File: src/rtl/wb_pkg.sv
// Shared encodings for the write-back data selector: extraction modes and helpers.
package wb_pkg;

    typedef enum logic [2:0] {
        WORD   = 3'b000,
        BYTE_S = 3'b001,
        BYTE_U = 3'b010,
        HALF_S = 3'b011,
        HALF_U = 3'b100
    } ext_mode_t;

    localparam logic [2:0] EXT_WORD   = WORD;
    localparam logic [2:0] EXT_BYTE_S = BYTE_S;
    localparam logic [2:0] EXT_BYTE_U = BYTE_U;
    localparam logic [2:0] EXT_HALF_S = HALF_S;
    localparam logic [2:0] EXT_HALF_U = HALF_U;

    function automatic logic is_half(input logic [2:0] mode);
        return (mode == EXT_HALF_S) || (mode == EXT_HALF_U);
    endfunction

endpackage

File: src/rtl/wb_extend.sv
// Combinational sub-word extractor: little-endian byte/halfword pick with sign/zero extension.
module wb_extend
    import wb_pkg::*;
#(
    parameter int DATA_W = 32
) (
    input  logic [DATA_W-1:0] word,
    input  logic [2:0]        mode,
    input  logic [1:0]        off,
    output logic [DATA_W-1:0] data,
    output logic              misalign
);

    logic [7:0]  byt;
    logic [15:0] half;

    always_comb begin
        byt  = word[{off, 3'b000} +: 8];
        half = word[{off[1], 4'b0000} +: 16];
        case (mode)
            EXT_BYTE_S: data = {{(DATA_W-8){byt[7]}}, byt};
            EXT_BYTE_U: data = {{(DATA_W-8){1'b0}}, byt};
            EXT_HALF_S: data = {{(DATA_W-16){half[15]}}, half};
            EXT_HALF_U: data = {{(DATA_W-16){1'b0}}, half};
            default:    data = word;
        endcase
    end

    // Halfword extraction ignores off[0]; an odd offset is reported, not corrected.
    assign misalign = is_half(mode) && off[0];

endmodule

File: src/rtl/wb_data_sel.sv
// Registered write-back selector: source mux + extension feeding a main/skid
// register pair so that in_ready never depends combinationally on out_ready.
module wb_data_sel
    import wb_pkg::*;
#(
    parameter int DATA_W  = 32,
    parameter int NUM_SRC = 8,
    parameter int SEL_W   = $clog2(NUM_SRC)
) (
    input  logic                      clk,
    input  logic                      reset,
    input  logic [NUM_SRC*DATA_W-1:0] src_data,
    input  logic [SEL_W-1:0]          sel,
    input  logic [2:0]                ext_mode,
    input  logic [1:0]                byte_off,
    input  logic                      in_valid,
    output logic                      in_ready,
    output logic [DATA_W-1:0]         out_data,
    output logic                      out_valid,
    input  logic                      out_ready,
    output logic                      out_err
);

    localparam int NSLOT = 1 << SEL_W;

    // Slots past NUM_SRC read as zero so the mux index never leaves the array.
    logic [NSLOT-1:0][DATA_W-1:0] srcs;
    genvar gi;
    generate
        for (gi = 0; gi < NSLOT; gi++) begin : g_src
            if (gi < NUM_SRC) begin : g_real
                assign srcs[gi] = src_data[gi*DATA_W +: DATA_W];
            end else begin : g_pad
                assign srcs[gi] = '0;
            end
        end
    endgenerate

    logic              sel_oor, misalign;
    logic [DATA_W-1:0] ext_data, new_data;
    logic              new_err;

    assign sel_oor = 32'(sel) >= NUM_SRC;

    wb_extend #(.DATA_W(DATA_W)) u_ext (
        .word     (srcs[sel]),
        .mode     (ext_mode),
        .off      (byte_off),
        .data     (ext_data),
        .misalign (misalign)
    );

    assign new_data = sel_oor ? '0 : ext_data;
    assign new_err  = sel_oor | misalign;

    logic [DATA_W-1:0] m_data, m_data_n, s_data, s_data_n;
    logic              m_err, m_err_n, s_err, s_err_n;
    logic              m_valid, m_valid_n, s_valid, s_valid_n;
    logic              rdy_q;
    logic              in_xfer, out_xfer;

    assign in_xfer  = in_valid && rdy_q;
    assign out_xfer = m_valid && out_ready;

    always_comb begin
        m_data_n  = m_data;
        m_err_n   = m_err;
        m_valid_n = m_valid;
        s_data_n  = s_data;
        s_err_n   = s_err;
        s_valid_n = s_valid;
        if (out_xfer) begin
            if (s_valid) begin
                m_data_n  = s_data;
                m_err_n   = s_err;
                s_valid_n = 1'b0;
            end else begin
                m_valid_n = 1'b0;
            end
        end
        // in_xfer implies S empty, so a draining M can always take the new entry.
        if (in_xfer) begin
            if (!m_valid || out_xfer) begin
                m_data_n  = new_data;
                m_err_n   = new_err;
                m_valid_n = 1'b1;
            end else begin
                s_data_n  = new_data;
                s_err_n   = new_err;
                s_valid_n = 1'b1;
            end
        end
    end

    always_ff @(posedge clk or negedge reset) begin
        if (!reset) begin
            m_data  <= '0;
            m_err   <= 1'b0;
            m_valid <= 1'b0;
            s_data  <= '0;
            s_err   <= 1'b0;
            s_valid <= 1'b0;
            rdy_q   <= 1'b0;
        end else begin
            m_data  <= m_data_n;
            m_err   <= m_err_n;
            m_valid <= m_valid_n;
            s_data  <= s_data_n;
            s_err   <= s_err_n;
            s_valid <= s_valid_n;
            rdy_q   <= !s_valid_n;
        end
    end

    // rdy_q mirrors !s_valid out of reset but holds low while reset is asserted.
    assign in_ready  = rdy_q;
    assign out_data  = m_data;
    assign out_err   = m_err;
    assign out_valid = m_valid;

endmodule

File: config.mk
export PLATFORM = sky130hd
export DESIGN_NAME = wb_data_sel
export DESIGN_NICKNAME = d
export VERILOG_FILES = /design/src/rtl/wb_pkg.sv /design/src/rtl/wb_extend.sv /design/src/rtl/wb_data_sel.sv
export SDC_FILE = /design/constraint.sdc
export NUM_CORES = 1
export LEC_CHECK = 0
export ABC_AREA = 1
export BUFFER_PORTS_ARGS = -buffer_cell sky130_fd_sc_hd__clkbuf_2
export CELL_PAD_IN_SITES_DETAIL_PLACEMENT = 1
export CELL_PAD_IN_SITES_GLOBAL_PLACEMENT = 1
export CORE_MARGIN = 4
export CORE_UTILIZATION = 31
export CTS_BUF_LIST = sky130_fd_sc_hd__clkbuf_4
export CTS_CLUSTER_DIAMETER = 30
export DETAILED_ROUTE_END_ITERATION = 12
export PLACE_DENSITY_LB_ADDON = 0.1
export SETUP_SLACK_MARGIN = 0.5
export SLEW_MARGIN = 25
export SYNTH_ARGS = -nofsm -noshare
export SYNTH_HDL_FRONTEND = slang
export SYNTH_SLANG_ARGS = --single-unit
export TNS_END_PERCENT = 30
File: constraint.sdc
create_clock -name clk -period 1.7 [get_ports clk]
set_clock_uncertainty 0.15 [all_clocks]
set_input_delay 0.34 -clock clk [delete_from_list [all_inputs] [get_ports clk]]
set_output_delay 0.34 -clock clk [all_outputs]
set_load 0.005 [all_outputs]
Word level (Yosys, flattened, before mapping)
Index checks and enable logic that the tools add are counted.
{"block": "word_totals", "memories": 0, "rom_bits": 0, "mem_bits_rw": 0, "inputBits": 268, "ff_bits": 69, "word_cells": 41, "latchBits": 0, "output_inout_bits": 35}
{"block": "classes", "shift": 2, "n_mul": 0, "eq_ne": 4, "add_sub_neg": 0, "n_reduce_logical": 8, "bitwise_logic": 1, "n_div": 0, "n_mux": 18, "n_lt_le_gt_ge": 1}
{"operator": "32-bit two-way mux", "count": 5}
{"operator": "32-bit one-hot mux with 4 select lines", "count": 1}
{"operator": "32-bit binary-select mux with 3-bit select", "count": 1}
{"operator": "32-bit by 6-bit indexed part select with 16-bit output", "count": 1}
{"operator": "32-bit by 6-bit indexed part select with 8-bit output", "count": 1}
{"operator": "1-bit two-way mux", "count": 11}
{"operator": "3-bit by 2-bit == test with 1-bit output (second input constant)", "count": 2}
{"operator": "3-bit by 4-bit less-than comparator with 1-bit output (second input constant)", "count": 1}
{"operator": "3-bit by 1-bit == test with 1-bit output (second input constant)", "count": 1}
{"operator": "3-bit == test (second input constant)", "count": 1}
{"operator": "1-bit logical AND", "count": 3}
{"operator": "1-bit logical NOT", "count": 2}
{"operator": "1-bit logical OR", "count": 2}
{"operator": "2-bit AND reduction", "count": 1}
{"operator": "1-bit inverter", "count": 1}

Logic depth before layout (Yosys ltp)
{"block": "depth", "ltp_word": 6, "ltp_mapped": 16, "ltp_nobuf": 14}

Hierarchy
From an unflattened synthesis, not the netlist that was laid out.
{"block": "unflattened", "cells_unflattened": 1485, "area_unflattened_um2": 7588.5}
{"mod": "wb_data_sel", "cells_each": 1251, "instances": 1, "seq_area_each_um2": 1726.7, "area_each_um2": 6508.7}
{"mod": "wb_extend", "cells_each": 234, "instances": 1, "seq_area_each_um2": 0.0, "area_each_um2": 1079.8}

Least setup slack after synthesis
No wires, ideal clock.
{"block": "synth_path", "path_type": "in2reg", "from": "in sel[1]", "to": "reg m_data[4] (netlist: out_data[4])", "path_slack_ns": -0.145, "stages": 15, "t_arrival_ns": 1.574, "required_time_ns": 1.429, "path_buffers": 3, "setup_ns": 0.121, "cell_sequence": "buf_2 inv_1 buf_4 buf_2 nor2_1 o21ai_0 o21ai_1 nand2_1 nand2_1 nand2_1 nand2_1 a21oi_1 nand2_1 nand2_1 nand2_1"}
{"block": "synth_between", "elab_chain_cells": 6, "elab_cells_between_ends": 7, "cone_classes": "2 x shift; 5 x mux"}
{"element": "from (decl)", "line_no": "wb_data_sel.sv:13", "text": "input logic [SEL_W-1:0] sel,"}
{"element": "32-bit binary-select mux with 3-bit select (*)", "line_no": "wb_data_sel.sv:46", "text": ".word (srcs[sel]),"}
{"element": "32-bit two-way mux (implied by the code) (*)", "line_no": "wb_data_sel.sv:46"}
{"element": "32-bit by 6-bit indexed part select with 16-bit output / 32-bit by 6-bit indexed part select with 8-bit output (equally long branches)", "line_no": "wb_extend.sv:19, wb_extend.sv:18"}
{"element": "32-bit one-hot mux with 4 select lines (*)", "line_no": "wb_extend.sv:20", "text": "case (mode)"}
{"element": "32-bit two-way mux (*)", "line_no": "wb_data_sel.sv:83", "text": "if (!m_valid || out_xfer) begin"}
{"element": "32-bit two-way mux (*)", "line_no": "wb_data_sel.sv:82", "text": "if (in_xfer) begin"}
{"element": "named net m_data_n[4]", "line_no": "wb_data_sel.sv:56", "text": "logic [DATA_W-1:0] m_data, m_data_n, s_data, s_data_n;"}
{"element": "to (signal assigned)", "line_no": "wb_data_sel.sv:105", "text": "m_data <= m_data_n;"}
{"element": "to (decl)", "line_no": "wb_data_sel.sv:56"}
Mark *: on every way through the listed nets, which the timed path passes. The rest lies on a longest branch. The select of a mux whose other input is x is not followed.
A chain may end at the register's enable or synchronous reset.

Final worst setup path
Ends and elaborated chain as after synthesis.

==> qor.txt <==
Layout cells sized above 1: 43.62%
CTS tree: yes
PwrDens: 850.1 nW/um2
Top post-synthesis cells by count: 407 x nand2_1, 199 x nor2_1, 121 x o21ai_0, 100 x nand3_1, 69 x dfrtp_1
CP endpoint kind: flip-flop
Main synth FF type: dfrtp_1
EDFF count, synth: 0
Most common cell in the netlist: nand2_1
H-Tree Level Count: 3
Min Hold Slack: 66.28 ps
Io pins: 303
Critical path cell sequence: clkbuf_16 > buf_12 > buf_16 > buf_4 > nor2_1 > o21ai_0 > o21ai_1 > nand2_1 > nand2_2 > nand2_4 > nand3_2 > nand3_2 > nand2_1 > nand2_1 > nand2_1
Power Total: 8.835 mW
Hold worst-path end: in_ready$_DFF_PN0_
Largest stage delay, worst path: 160 ps
Sequential-to-total area share from yosys stat: 27.98%
Synth Cell Area: 6171 um2
Worst R2R Path Depth: 7
Dpl cells: 1715
Worst-skew pair later-pin latency: 440 ps
Root Driver: clkbuf_4
Tmin final: 1726 ps
Relative slew slack: 64.62%
Reg-to-Reg Start: out_valid$_DFF_PN0_
CP Data Arrival Time: 1950 ps
RSZ-0062 raised after global routing: yes
Placed wire-length estimate: 25.09 mm
P_leak: 5.711 nW
DR WL/cell: 19.60 um
Placer Congestion: 0.9019
Die X: 149.1 um
Hold Path Origin: out_ready
Global route overflow: 0
CTS Sinks: 69
Via density: 5.176
Yosys warns: 0
Initial antenna violation count: 3
Setup CP Type: in2reg
Initial DRC count: 442
Fmax: 0.5792 GHz
Vias: 9135
Post-Syn Instances: 1105
Nets: 1760
Site row count: 51
Hold Path Depth: 3
Final Cycle Share: 101.6%
Final setup violation count: 2
Worst slack, placed: -552.5 ps
First-pass GRT wire length: 51.03 mm
Data required time of the worst path: 1930 ps
Chip Height: 149.1 um
Max-capacitance violation count: 0
Yosys cell types: 25
PortBufs: 302
Hold Crit Class: in2reg
Final non-filler cell total: 1765
Final Hold Viols: 0
GRT Total Usage: 29.21%
DRC violations left: 0
Worst Tran Pin Value: 530.7 ps
Setup crit start kind: primary input
Most used cell, CP: nand2_1
Syn_nets: 1373
Synth area leaders: dfrtp_1 28%, nand2_1 25%, nor2_1 12%
Cell accounting for the most synthesized area: dfrtp_1
Failing checks: negative setup slack
Peak supply drop: 459.2 uV
Synth top area share: 27.98%
Slowest CP cell: clkbuf_16
TritonCTS Buffers: 9
Status: finished with violations
Crit Path Max Fanout: 7
CTS clk-pin slew, worst paths: 120 ps
Total core area: 19530 um2
Fin. max-slew vios: 0
Pin count of the biggest net entering global routing: 32
Layout Area Growth over Synthesis: 68.41%
DR pass1 iterations: 5
WL final: 34.60 mm
Seq cells post-synth: 69
R2R setup slack: 150 ps
Final worst setup slack: -26.45 ps
ANT nets after route: 0
Maximum clock insertion buffer count: 2
Vias in the first global route: 9620
Reg-to-Reg End: s_data[18]$_DFFE_PN0P_
Initial cell density of the core: 31.60%
Die area: 22230 um2
Syn_area_per_cell: 5.585 um2
Asr flop ratio synth: 100.0%
worst max-delay path, delay by kind of cell:
kind / cells / cell delay, ps
AO/OA/AOI/OAI: 2 / 210
buffers and inverters: 4 / 600
AND/OR/NAND/NOR: 9 / 800
power breakdown:
group	internal [mW]	switching (mW)	total, mW	leakage [nW]
Sequential	2.43	0.520	2.95	0.857
Clock	0.427	0.614	1.04	0.0720
Combinational	2.14	2.71	4.84	4.78
metal layers:
| layer | global-route usage [%] | vias to the layer above | wire [um] |
|---|---|---|---|
| li1 | - | 4326 | - |
| met1 | 36.54 | 4398 | 14010 |
| met2 | 51.23 | 330 | 17260 |
| met3 | 4.619 | 81 | 2105 |
| met4 | 9.794 | 0 | 1219 |
| met5 | 0 | - | 0 |
registers in the layout (all words and copies together) (netlist names):
register   count
out_valid      1
in_ready       1
out_err        1
out_data      32
s_err          1
s_data        32
s_valid        1
placed cells by master (no fill, tap or decap), types with 2 or more instances in the layout:
cell type,instances
clkbuf_4,9
inv_12,2
o211ai_1,17
nor3_1,2
a21oi_2,4
buf_4,98
o21ai_0,90
nand3_4,11
clkbuf_16,5
mux2i_1,6
buf_16,14
inv_1,43
o21ai_2,6
nor2_1,169
nand3_1,47
nand2_4,3
buf_6,9
nand4_1,9
clkbuf_2,299
a21oi_1,5
o21ai_1,44
dfrtp_1,68
nand2_2,72
nand3_2,42
nor2_2,19
buf_12,24
clkinv_2,5
or2_2,14
clkinv_1,4
nand2_1,333
nor2_4,12
o22ai_1,3
diode_2,3
logic make-up (layout without fill, tap and decap cells):
family	after synthesis	count (layout)	share of synthesized area, %
and+or+nand+nor	733	733	47.67
AOI/OAI and AO/OA	172	172	14.80
buffers and inverters	125	517	8.576
DFF	69	69	27.98
muxes	6	6	0.9733
other	0	3	0
layout make-up:
cell class                      instances  area (um2)
Antenna cell                            3       7.507
Clock buffer                            9       67.56
Clock inverter                          7       56.30
Fill cell                            2705        9134
Inverter                               49       211.5
Multi-Input combinational cell        911        4636
Sequential cell                        69        1728
Tap cell                              265       331.6
Timing Repair Buffer                  452        3354
worst max-delay path by stage:
stage / from / cells past startpoint / slack (ps) / to
floorplan: sel[1] / 13 / -10 / out_data[10]$_DFF_PN0_
global placement: sel[0] / 14 / -530 / out_data[4]$_DFF_PN0_
detailed placement: sel[0] / 14 / -550 / out_data[4]$_DFF_PN0_
CTS: sel[0] / 16 / 80 / out_data[3]$_DFF_PN0_
global route: sel[0] / 15 / -50 / s_data[18]$_DFFE_PN0P_
finish: sel[1] / 15 / -30 / out_data[4]$_DFF_PN0_
through the flow:
stage          setup TNS (ps)  utilization [%]  cell area (um2)
3_3_place_gp           -23040            45.82             8947
4_1_cts                     0            50.35             9832
5_1_grt                -442.3            53.22            10390
3_5_place_dp           -25770            45.82             8947
2_1_floorplan          -206.0                -             6365
6_report               -39.02            53.22            10390
what timing repair did:
| action | in CTS | in global routing |
|---|---|---|
| endpoints found under the setup margin | 103 | 104 |
| resized for setup | 125 | 119 |
| pin swaps | 46 | 61 |
| buffers inserted | 10 | 5 |
| hold endpoints to repair | 16 | 0 |
| gates cloned | 11 | 4 |
| hold buffers | 1 | 0 |
Power figures use the tool's default switching activity.
